File: config.mk
export PLATFORM = sky130hd
export DESIGN_NAME = sd_crc_multi
export DESIGN_NICKNAME = d
export VERILOG_FILES = /design/src/rtl/sd_crc_multi.sv
export SDC_FILE = /design/constraint.sdc
export NUM_CORES = 1
export LEC_CHECK = 0
export BUFFER_PORTS_ARGS = -buffer_cell sky130_fd_sc_hd__buf_2
export CORE_ASPECT_RATIO = 1.1
export CORE_MARGIN = 5
export CORE_UTILIZATION = 48
export DETAILED_ROUTE_END_ITERATION = 10
export HOLD_SLACK_MARGIN = 0.15
export PLACE_DENSITY = 0.72
export SYNTH_ARGS = -nofsm -noshare
export SYNTH_HDL_FRONTEND = slang
export SYNTH_SLANG_ARGS = --single-unit
File: constraint.sdc
create_clock -name CLK -period 5.5 [get_ports CLK]
set_input_delay 0.825 -clock CLK [delete_from_list [all_inputs] [get_ports CLK]]
set_output_delay 0.825 -clock CLK [all_outputs]
set_load 0.1 [all_outputs]
File: src/rtl/sd_crc_multi.sv
// Multi-lane SD DAT CRC engine: per-lane CRC generation (serial out)
// or checking (compare received CRC) over a fixed-length block.
module sd_crc_multi #(
  parameter int              LANES      = 4,
  parameter int              WIDTH      = 16,
  parameter logic [WIDTH-1:0] POLY      = 16'h1021,
  parameter int              BLOCK_BITS = 1024
) (
  input  logic                   CLK,
  input  logic                   RESET,
  input  logic                   START,
  input  logic                   MODE,
  input  logic                   BIT_EN,
  input  logic [LANES-1:0]       DIN,
  output logic [LANES-1:0]       DOUT,
  output logic                   DOUT_VALID,
  output logic                   BUSY,
  output logic                   DONE,
  output logic                   CRC_OK,
  output logic [LANES-1:0]       ERR_LANES,
  output logic [LANES*WIDTH-1:0] CRC
);

  localparam int MAXB = (BLOCK_BITS > WIDTH) ? BLOCK_BITS : WIDTH;
  localparam int CW   = $clog2(MAXB + 1);
  localparam logic [CW-1:0] LAST_D = CW'(BLOCK_BITS - 1);
  localparam logic [CW-1:0] LAST_C = CW'(WIDTH - 1);

  typedef enum logic [1:0] {
    IDLE,
    DATA,
    CRCPH,
    FIN
  } state_e;

  state_e                 state_q;
  logic [LANES*WIDTH-1:0] crc_q;
  logic [CW-1:0]          cnt_q;
  logic                   mode_q;
  logic [LANES-1:0]       err_q;
  logic                   ok_q;
  logic                   done_q;

  logic [LANES*WIDTH-1:0] lfsr_d;
  logic [LANES*WIDTH-1:0] shl_d;
  logic [LANES-1:0]       msb;
  logic [LANES-1:0]       inv;
  logic [LANES-1:0]       err_d;

  always_comb begin
    lfsr_d = '0;
    shl_d  = '0;
    msb    = '0;
    inv    = '0;
    for (int l = 0; l < LANES; l++) begin
      msb[l] = crc_q[l*WIDTH + WIDTH-1];
      inv[l] = DIN[l] ^ msb[l];
      shl_d[l*WIDTH +: WIDTH] =
        {crc_q[l*WIDTH +: WIDTH-1], 1'b0};
      lfsr_d[l*WIDTH +: WIDTH] =
        shl_d[l*WIDTH +: WIDTH] ^ (inv[l] ? POLY : '0);
    end
    // in check mode a differing bit is a mismatch on that lane
    err_d = mode_q ? (err_q | inv) : err_q;
  end

  always_ff @(posedge CLK) begin
    if (RESET) begin
      state_q <= IDLE;
      crc_q   <= '0;
      cnt_q   <= '0;
      mode_q  <= 1'b0;
      err_q   <= '0;
      ok_q    <= 1'b0;
      done_q  <= 1'b0;
    end else begin
      done_q <= 1'b0;
      if (START) begin
        state_q <= DATA;
        crc_q   <= '0;
        cnt_q   <= '0;
        mode_q  <= MODE;
        err_q   <= '0;
        ok_q    <= 1'b0;
      end else begin
        unique case (state_q)
          DATA: begin
            if (BIT_EN) begin
              crc_q <= lfsr_d;
              if (cnt_q == LAST_D) begin
                cnt_q   <= '0;
                state_q <= CRCPH;
              end else begin
                cnt_q <= cnt_q + 1'b1;
              end
            end
          end
          CRCPH: begin
            if (BIT_EN) begin
              crc_q <= shl_d;
              err_q <= err_d;
              if (cnt_q == LAST_C) begin
                cnt_q   <= '0;
                state_q <= FIN;
                done_q  <= 1'b1;
                ok_q    <= ~|err_d;
              end else begin
                cnt_q <= cnt_q + 1'b1;
              end
            end
          end
          FIN:     state_q <= IDLE;
          default: state_q <= IDLE;
        endcase
      end
    end
  end

  always_comb begin
    DOUT       = '1;
    DOUT_VALID = 1'b0;
    if (state_q == CRCPH && !mode_q) begin
      DOUT       = msb;
      DOUT_VALID = 1'b1;
    end
  end

  assign BUSY      = (state_q != IDLE);
  assign DONE      = done_q;
  assign CRC_OK    = ok_q;
  assign ERR_LANES = err_q;
  assign CRC       = crc_q;

endmodule

======== Word level (Yosys, flattened, before mapping) ========
Cells that the tools add are included.
operators by class
  add/sub/neg operators ................... 1
  eq/ne operators ......................... 12
  mux-type cells .......................... 22
  bitwise gates (word level) .............. 11
  reduce and logical (&&, ||, !) cells .... 13
operator list
  cell                                                                      count
  64-bit 2-to-1 mux                                                         2
  64-bit one-hot mux with 2 select lines                                    1
  16-bit by 13-bit bitwise XOR with 16-bit output                           4
  13-bit 2-to-1 mux                                                         4
  11-bit 2-to-1 mux                                                         4
  11-bit one-hot mux with 2 select lines                                    1
  3-bit != test (second input constant)                                     4
  11-bit by 1-bit adder with 11-bit output (second input constant)          1
  11-bit by 10-bit equality test with 1-bit output (second input constant)  1
  11-bit by 4-bit equality test with 1-bit output (second input constant)   1
  2-bit 2-to-1 mux                                                          4
  4-bit 2-to-1 mux                                                          2
  2-bit != test (second input constant)                                     4
  4-bit AND reduction                                                       2
  4-bit OR reduction                                                        2
  3-bit AND reduction                                                       2
  4-bit bitwise OR                                                          1
  2-bit one-hot mux with 2 select lines                                     1
  2-bit nonzero test                                                        2
  1-bit bitwise XOR                                                         4
  1-bit 2-to-1 mux                                                          3
  2-bit by 1-bit equality test with 1-bit output (second input constant)    1
  2-bit equality test (second input constant)                               1
  1-bit zero test                                                           2
  other kinds (4)                                                           5
storage, ports and cells
  register bits ........................... 84
  output and inout bits ................... 76
  word-level logic and storage cells ...... 67

======== Logic depth before layout (Yosys ltp) ========
Gate-level depths: netlist of the first run.
  depth after elaboration ................. 5
  gate-level depth with buffers ........... 8
  mapped depth without buffers ............ 6

======== Least setup slack after synthesis of the first run ========
No wires, ideal clock.
  path kind ............................... register to output
  start point ............................. reg state_q[0]
  end point ............................... out DOUT_VALID
  arrival time ............................ 2.245 ns
  required time ........................... 4.675 ns
  setup slack ............................. 2.430 ns
  stages on the path, launching flop included .. 7
  cells stage by stage .................... dfxtp_1 -> inv_1 -> ha_1 -> clkbuf_1 -> inv_1 -> clkbuf_1 -> nor2_1
on the way
  word-level cells in the longest chain between the ends .. 3
ends and longest elaborated chain
  item                    RTL line  RTL
  from (decl)             36        state_e state_q;
  from (signal assigned)  69        state_q <= IDLE;
  from (signal assigned)  79        state_q <= DATA;
  from (signal assigned)  92        state_q <= CRCPH;
  2-bit equality test     122       if (state_q == CRCPH && !mode_q) begin
  1-bit logical AND       122
  1-bit 2-to-1 mux        122
  to (decl)               16        output logic DOUT_VALID,
Every way passes these cells.

======== Worst setup path in the final report of the first run ========
  start point ............................. reg state_q[0]
  end point ............................... out DOUT[0]
on the way
  word-level cells in the longest chain between the ends .. 3
ends and longest elaborated chain
  item                 RTL line  RTL
  2-bit equality test  122
  1-bit logical AND    122
  4-bit 2-to-1 mux     122
  to (decl)            15        output logic [LANES-1:0] DOUT,
Every way passes these cells.

==> results of run 1 <==
==> routing by layer <==
metal  wire length, µm  vias to the layer above  share of wire
met5                 0                        -              0
met2              3710                       75           0.47
li1                  -                     1487              -
met3               502                       18          0.063
met1              3540                     1361           0.45
met4               188                        0          0.024
==> registers in the layout (all words and copies together), names as in the netlist <==
name and cells:
cnt_q 11, mode_q 1, state_q 2, DONE 1, CRC 64, ERR_LANES 4
CRC_OK 1
==> cells in the mapped netlist, drive strengths merged (2+ instances only) <==
library cell / number / area share
buf: 4 / 0.0060
mux2i: 2 / 0.0060
dfxtp: 84 / 0.51
nand2: 117 / 0.13
xnor2: 14 / 0.037
nor4: 3 / 0.0057
o21ai: 4 / 0.0060
a21oi: 62 / 0.094
nor3: 13 / 0.020
nand4: 5 / 0.011
or3: 5 / 0.011
nand3: 2 / 0.0030
inv: 6 / 0.0068
and3: 2 / 0.0042
ha: 4 / 0.015
xor2: 8 / 0.021
and2: 4 / 0.0076
nor2: 18 / 0.020
a211oi: 8 / 0.018
clkbuf: 22 / 0.025
==> kinds of logic (layout without fill, tap and decap cells) <==
logic type / Yosys count / in the layout / synth area share
AND/OR/NAND/NOR: 175 / 175 / 0.230
flip-flops: 84 / 84 / 0.508
AO/OA/AOI/OAI: 82 / 82 / 0.145
buffers and inverters: 32 / 108 / 0.0378
XOR/XNOR: 22 / 22 / 0.0582
adder cells (fa/ha/maj): 4 / 4 / 0.0151
multiplexers: 2 / 2 / 0.00605
==> worst reg2reg max path: stages, from the launching register on <==
cell     delay (ps)
dfxtp_1         340
inv_1            80
ha_1            390
o21a_2          550
buf_4           510
nand2_1         140
xor2_1          160
nor3_1          130
==> through the flow <==
stage	hold slack, ps	total power, W	setup slack [ps]	instances
after floorplan	465	0.000707	2430	401
after global placement	450	0.000725	2940	544
after detailed placement	459	0.000726	2920	544
after CTS	472	0.00129	2560	559
after global routing	486	0.00132	2440	559
final	469	0.00128	2540	559
==> worst max-delay path by stage <==
stage | from | to | slack, ps | cells after the start
5_1_grt | state_q[0]$_SDFFE_PP0P_ | DOUT[1] | 2440 | 5
4_1_cts | state_q[0]$_SDFFE_PP0P_ | DOUT[1] | 2560 | 5
3_5_place_dp | START | state_q[1]$_SDFFE_PP0P_ | 2920 | 5
3_3_place_gp | START | state_q[1]$_SDFFE_PP0P_ | 2940 | 5
6_report | state_q[0]$_SDFFE_PP0P_ | DOUT[0] | 2540 | 5
2_1_floorplan | state_q[0]$_SDFFE_PP0P_ | DOUT_VALID | 2430 | 6
==> final cells by class <==
cell class | count | area, µm² | share of cell area
clock inverter | 6 | 136 | 0.0339
clock buffer | 9 | 124 | 0.0308
inverter | 6 | 22.5 | 0.00560
tap | 82 | 103 | 0.0255
timing repair buffer | 87 | 443 | 0.110
multi-input combinational | 285 | 1520 | 0.376
sequential | 84 | 1680 | 0.418
==> report_power, final <==
group	total, W	switching (W)	internal [W]	leakage, nW
Clock	0.000567	0.000220	0.000347	0.131
Combinational	0.0000961	0.0000774	0.0000187	0.762
Sequential	0.000616	0.00000441	0.000612	0.677
==> results.toml, run 1 <==
[finish]
fin_nets = 486
n_fill_cell = 575
areaGrowthSynthToFinish_pct = 21.6
fin_area_um2 = 4030
drive_gt1_frac = 0.229
layout_commonest_cell = "nand2_1"
final_cell_mix = "117 x nand2_1, 84 x dfxtp_1, 84 x buf_2, 62 x a21oi_1, 18 x nor2_1"
n_antenna_cell = 0
final_util = 0.607

[clocking]
clk_pin_slew_worst_paths_ps = 90
clock_sinks = 84
clk_path_buf_depth = 2
tritoncts = "yes"
clock_latency_ps = 350
numCtsBuffers = 9
hold_buffers = 0
post-cts-setup-buffer-count = 0
htreeDepth = 3
cts_resized = 0
cts-root-buf = "clkbuf_8"

[route]
dr.pass1.iters = 4
avgRoutedWirePerCell_um = 14.2
drcViolationCount = 0
routed-via-count = 2941
wl_mm = 7.94
drt_iter0_drc = 198
antenna_left = 0
vias_per_cell = 5.26

[global_route]
grt_max_degree = 58
busiest_layer = "met2"
grt_usage = 0.186
met2_usage = 0.280
grt_overflow = 0
grt_pass1_wl_mm = 12.9
antenna_found_initial = 0
grt_util_met1 = 0.243
grtUsageMet3 = 0.0492
grt_pass1_vias = 2736

[worst_hold_path]
hp-class = "reg -> reg"
hold_end = "CRC[40]$_SDFFE_PP0P_"
holdPathStages = 2
hold_start = "CRC[39]$_SDFFE_PP0P_"

[die]
die-area_um2 = 8660
num_rows = 31
start_util = 0.499
die_w_um = 89.2
io_pins = 85
die-height_um = 97.1
fp.coreArea_um2 = 6630

[place]
numPortBuffers = 84
gp_congestion = 0.844
placed_area_um2 = 3760
dpl.hpwl_mm = 5.42

[setup_path]
critPathMaxStageDelay_ps = 390
critPathMostFrequentCell = "inv_1"
crit_arrival_ps = 2130
crit_family = "buffers and inverters"
reg2reg_depth = 7
cp-start-kind = "flip-flop"
crit_path_end_kind = "output pin"
regToRegStartpoint = "state_q[0]$_SDFFE_PP0P_"
critical_path_class = "reg -> out"
crit_buf_inv = 3
crit_fanout = 12
crit_required_ps = 4680
r2r_slack_ps = 3130
timing.rr.end = "cnt_q[2]$_SDFFE_PP0P_"
crit_chain = "inv_1 -> ha_1 -> inv_1 -> or3_1 -> buf_2"
crit_path_top_delay_cell = "ha_1"

[yosys]
synth_edf_count = 0
synthArstFlopShare = 0
synthCells = 401
yosys_warnings = 0
ys.flop_type = "dfxtp_1"
synth_area_per_cell_um2 = 8.25
syn_nets = 414
synth_cell_types = 38
ys_ff_latch = 84
syn-cell-area_um2 = 3310
ys_seq_area_frac = 0.508

[sta]
tightestPinTransition_ps = 680
finalHoldViolations = 0
setup-violations-final = 0
rsz0062_at_grt = "no"
post-route-period-util = 0.538
clock_skew_ps = 9.75
finalCriticalPeriod_ps = 2960
max-slew-margin-rel = 0.547
drv_slew = 0
setup_tns_ps = 0
fmax_mhz = 338

[power]
ir_drop_v = 0.000186
powerDensity_nw_per_um2 = 318
p_leak_nw = 1.57

[outcome]
status = "complete, no violations"

[flow_run]
maxCapViolations = 0
(Power assumes the default switching activity.)
==> inputs of run 2 (changes only) <==
ABC_AREA = 1   (was default)
CORE_UTILIZATION = 47   (was 48)
PLACE_DENSITY = 0.74   (was 0.72)
clock period = 2.7 ns   (was 5.5 ns; I/O delays follow)
==> results.toml, run 2 <==
[outcome]
status = "complete, no violations"

[setup_path]
crit_fanout = 7
crit_arrival_ps = 1790
crit_path_top_delay_cell = "buf_2"
crit_chain = "inv_1 -> ha_1 -> inv_2 -> nor2_2 -> nand2_1 -> buf_2"
crit_family = "buffers and inverters"
critical_path_class = "reg -> out"
crit_buf_inv = 3
critPathMaxStageDelay_ps = 420
crit_path_end_kind = "output pin"
crit_required_ps = 2300
cp-start-kind = "flip-flop"

[global_route]
grt_usage = 0.175
grt_overflow = 0
met2_usage = 0.288
grtUsageMet3 = 0.0605
grt_pass1_vias = 2816
antenna_found_initial = 0
busiest_layer = "met2"
grt_pass1_wl_mm = 13.2
grt_max_degree = 69
grt_util_met1 = 0.211

[power]
ir_drop_v = 0.000383
powerDensity_nw_per_um2 = 688
p_leak_nw = 1.86

[sta]
max-slew-margin-rel = 0.620
fmax_mhz = 456
clock_skew_ps = 13.4
rsz0062_at_grt = "no"
tightestPinTransition_ps = 570
finalHoldViolations = 0
drv_slew = 0
finalCriticalPeriod_ps = 2190
post-route-period-util = 0.811
setup-violations-final = 0
whs_ps = 283

[route]
routed-via-count = 3031
antenna_left = 0
drcViolationCount = 0
drt_iter0_drc = 177
dr.pass1.iters = 6
wl_mm = 7.84
avgRoutedWirePerCell_um = 13.0
vias_per_cell = 5.04

[place]
dpl.hpwl_mm = 5.53
gp_congestion = 0.905
numPortBuffers = 84
placed_area_um2 = 3820

[die]
die-height_um = 99.4
die_w_um = 91.2
fp.coreArea_um2 = 7050
die-area_um2 = 9070
num_rows = 32
start_util = 0.484
io_pins = 85

[yosys]
synth_cell_types = 30
synthCells = 436
ys.flop_type = "dfxtp_1"
syn_nets = 449
synth.most_common_cell = "nor2_1"
ys_ff_latch = 84
yosys-top-cells-count = "124 x nor2_1, 84 x dfxtp_1, 60 x o21ai_0"
syn-cell-area_um2 = 3410
yosysTopAreaCell = "dfxtp_1"
synth_area_per_cell_um2 = 7.83
synth_top_area_frac = 0.493
synth_edf_count = 0
yosys_warnings = 0
synth_area_leaders = "dfxtp_1 49%, nor2_1 14%, o21ai_0 8.8%, nand2_1 4.1%, xor2_1 3.9%"
ys_seq_area_frac = 0.493
synthArstFlopShare = 0

[flow_run]
maxCapViolations = 0

[clocking]
numCtsBuffers = 9
cts-root-buf = "clkbuf_8"
clk_pin_slew_worst_paths_ps = 80
tritoncts = "yes"
clk_path_buf_depth = 2
hold_buffers = 0
post-cts-setup-buffer-count = 0
cts_resized = 0
htreeDepth = 3
clock_latency_ps = 350
clock_sinks = 84

[worst_hold_path]
hp-class = "in -> reg"

[finish]
n_antenna_cell = 0
drive_gt1_frac = 0.234
layout_commonest_cell = "nor2_1"
final_cell_mix = "123 x nor2_1, 84 x dfxtp_1, 84 x buf_2, 60 x o21ai_0, 37 x nand2_1"
fin_area_um2 = 4030
fin_nets = 524
n_fill_cell = 671
areaGrowthSynthToFinish_pct = 18.0
largest_reg_flops = 64
==> run 2: cell types whose count changed after synthesis, moves of 11 or more <==
| cell | previous run | this run |
|---|---|---|
| inv_1 | 6 | 21 |
| clkbuf_1 | 22 | 9 |
| nor2_1 | 18 | 124 |
| xnor2_1 | 14 | 0 |
| o21ai_0 | 3 | 60 |
| nor3_1 | 13 | 2 |
| nand2_1 | 117 | 37 |
| a21oi_1 | 62 | 20 |
==> run 2: worst paths after layout <==
check | from | to | slack (ps) | cells after the start
min reg2reg | CRC_OK$_SDFFE_PP0P_ | CRC_OK$_SDFFE_PP0P_ | 480 | 2
max reg2reg | state_q[0]$_SDFFE_PP0P_ | cnt_q[2]$_SDFFE_PP0P_ | 650 | 10
min | RESET | state_q[0]$_SDFFE_PP0P_ | 280 | 2
max | state_q[0]$_SDFFE_PP0P_ | DOUT[3] | 510 | 6
==> run 2: logic make-up (layout without fill, tap and decap cells) <==
group | Yosys count | after routing | synth area share
adder cells (fa/ha/maj) | 4 | 4 | 0.0147
buffers and inverters | 47 | 127 | 0.0741
AND/OR/NAND/NOR | 195 | 195 | 0.243
XOR/XNOR | 15 | 15 | 0.0385
flip-flops | 84 | 84 | 0.493
AO/OA/AOI/OAI | 90 | 90 | 0.134
multiplexers | 1 | 1 | 0.00293
==> run 2: final cells by class <==
class                           count  area [µm²]  share of cell area
Timing Repair Buffer               87         455               0.113
Inverter                           24        90.1              0.0224
Clock buffer                       10         138              0.0342
Tap cell                           85         106              0.0264
Sequential cell                    84        1680               0.418
Clock inverter                      6        68.8              0.0171
Multi-Input combinational cell    305        1490               0.369
==> run 2: routing by layer <==
| metal | routed length (µm) | vias to the layer above |
|---|---|---|
| li1 | - | 1548 |
| met1 | 3480 | 1378 |
| met2 | 3540 | 91 |
| met3 | 680 | 14 |
| met4 | 138 | 0 |
| met5 | 0 | - |
==> run 2: through the flow <==
step	cells	total power, W	setup WS [ps]	util	setup TNS, ps
3_5_place_dp	585	0.00188	667	0.542	0
5_1_grt	601	0.00289	424	0.571	0
3_3_place_gp	585	0.00187	778	0.542	0
6_report	601	0.00277	509	0.571	0
4_1_cts	601	0.00280	502	0.571	0
2_1_floorplan	436	0.00180	-110	-	-440
==> run 2: where the power goes <==
group          switching (W)  internal [W]
clock               0.000463      0.000461
combinational       0.000445     0.0000943
sequential         0.0000294       0.00128
==> inputs of run 3 (changes only) <==
clock period = 1.8 ns   (was 2.7 ns; I/O delays follow)
==> results.toml, run 3 (synthesis results as in run 2) <==
[finish]
fin_area_um2 = 4260
areaGrowthSynthToFinish_pct = 24.9
largest_reg_flops = 64
layout_commonest_cell = "nor2_1"
post_layout_nonfiller_instances = 609
multi_input_area_um2 = 1570
n_antenna_cell = 0
drive_gt1_frac = 0.260
fin_nets = 532
n_fill_cell = 653
final_cell_mix = "123 x nor2_1, 82 x dfxtp_1, 79 x buf_2, 60 x o21ai_0, 33 x nand2_1"
final-seq-area_um2 = 1680

[die]
die-area_um2 = 9070
io_pins = 85
fp.coreArea_um2 = 7050
die_w_um = 91.2
die-height_um = 99.4
num_rows = 32
start_util = 0.484

[sta]
rsz0062_at_grt = "no"
setup_slack_ps = 60.3
post-route-period-util = 0.966
clock_skew_ps = 8.43
max-slew-margin-rel = 0.667
tightestPinTransition_ps = 503
finalCriticalPeriod_ps = 1740
finalHoldViolations = 0
fmax_mhz = 575
drv_slew = 0
setup-violations-final = 0

[setup_path]
crit_required_ps = 1530
crit_path_end_kind = "output pin"
crit_fanout = 7
cp-start-kind = "flip-flop"
critical_path_class = "reg -> out"
crit_arrival_ps = 1470

[global_route]
antenna_found_initial = 0
grt_usage = 0.177
grt_pass1_vias = 2839
grt_max_degree = 47
grt_pass1_wl_mm = 13.2
grt_overflow = 0

[worst_hold_path]
hp-class = "in -> reg"

[clocking]
clk_pin_slew_worst_paths_ps = 80
post-cts-setup-buffer-count = 0
clock_sinks = 84
htreeDepth = 3
tritoncts = "yes"
clk_path_buf_depth = 2
numCtsBuffers = 9
clock_latency_ps = 360
cts-root-buf = "clkbuf_8"

[place]
placed_area_um2 = 4050
numPortBuffers = 84
dpl.hpwl_mm = 5.94
place_inst = 592
dp_slack_ps = 118
gp_congestion = 0.831

[power]
power.internal_w = 0.00269
switchingPower_w = 0.00141
p_sw_frac = 0.343
power_frac_comb = 0.217
seqPwrFrac = 0.479
ir_drop_v = 0.000570
p_leak_nw = 1.95
powerDensity_nw_per_um2 = 960
clkPwrFrac = 0.304

[route]
avgRoutedWirePerCell_um = 13.3
routed-via-count = 3052
dr.pass1.iters = 4
drcViolationCount = 0
wl_mm = 8.11
drt_iter0_drc = 175
vias_per_cell = 5.01
antenna_left = 0

[flow_run]
maxCapViolations = 0

[outcome]
status = "complete, no violations"
-- run 3: cell types whose count changed in the layout (fill, tap and decap cells not counted), sizes merged --
cell | previous run | this run
buf | 87 | 94
clkinv | 2 | 6
inv | 26 | 23
bufinv | 1 | 0
clkbuf | 10 | 11
clkinvlp | 1 | 0
dlygate4sd3 | 0 | 1
-- run 3: path summary, 6_finish.rpt --
check	startpoint	cells after the start	endpoint	slack, ps
hold / removal	MODE	3	mode_q$_SDFFE_PP0P_	160
hold reg to reg	CRC_OK$_SDFFE_PP0P_	2	CRC_OK$_SDFFE_PP0P_	490
setup reg to reg	state_q[1]$_SDFFE_PP0P_	11	cnt_q[8]$_SDFFE_PP0P_	140
setup / recovery	state_q[0]$_SDFFE_PP0P_	7	DOUT[2]	60
-- run 3: metrics by stage --
stage / total power (W) / hold WS (ps) / utilization / setup TNS [ps]
final: 0.00409 / 161 / 0.605 / 0
after global routing: 0.00427 / 170 / 0.605 / 0
after CTS: 0.00412 / 151 / 0.603 / 0
after detailed placement: 0.00289 / 480 / 0.575 / 0
after global placement: 0.00288 / 466 / 0.575 / 0
after floorplan: 0.00272 / 332 / - / -312
-- run 3: cell type report --
class / instances / area share
Sequential cell: 84 / 0.395
Clock inverter: 5 / 0.00851
Timing Repair Buffer: 95 / 0.145
Tap cell: 85 / 0.0250
Inverter: 24 / 0.0229
Multi-Input combinational cell: 305 / 0.368
Clock buffer: 11 / 0.0355
-- run 3: routing by layer --
metal	global-route usage	vias to the layer above	part of all wire
met2	0.283	75	0.46
met1	0.224	1406	0.46
met4	0.0655	0	0.015
met5	0	-	0
met3	0.0560	10	0.064
li1	-	1561	-
-- run 3: power by group through the flow --
stage | logic [W] | clock network (W) | registers, W
global route | 0.000944 | 0.00135 | 0.00197
finish | 0.000889 | 0.00124 | 0.00196
floorplan | 0.000369 | 0 | 0.00236
detailed placement | 0.000885 | 0 | 0.00200
global placement | 0.000875 | 0 | 0.00200
CTS | 0.000890 | 0.00127 | 0.00196
-- run 3: repair_timing --
item                                    in CTS  in global routing
pin swaps                                    0                  2
endpoints found under the setup margin       5                 12
endpoints found under the hold margin        2                  0
resized for setup                            1                  4
hold buffers                                 1                  0
-- run 3: critical path: stages (launching register included) --
cell	delay (ps)
dfxtp_2	340
inv_2	70
ha_4	160
inv_6	50
nor2_4	90
buf_12	170
nand2_8	60
buf_12	160
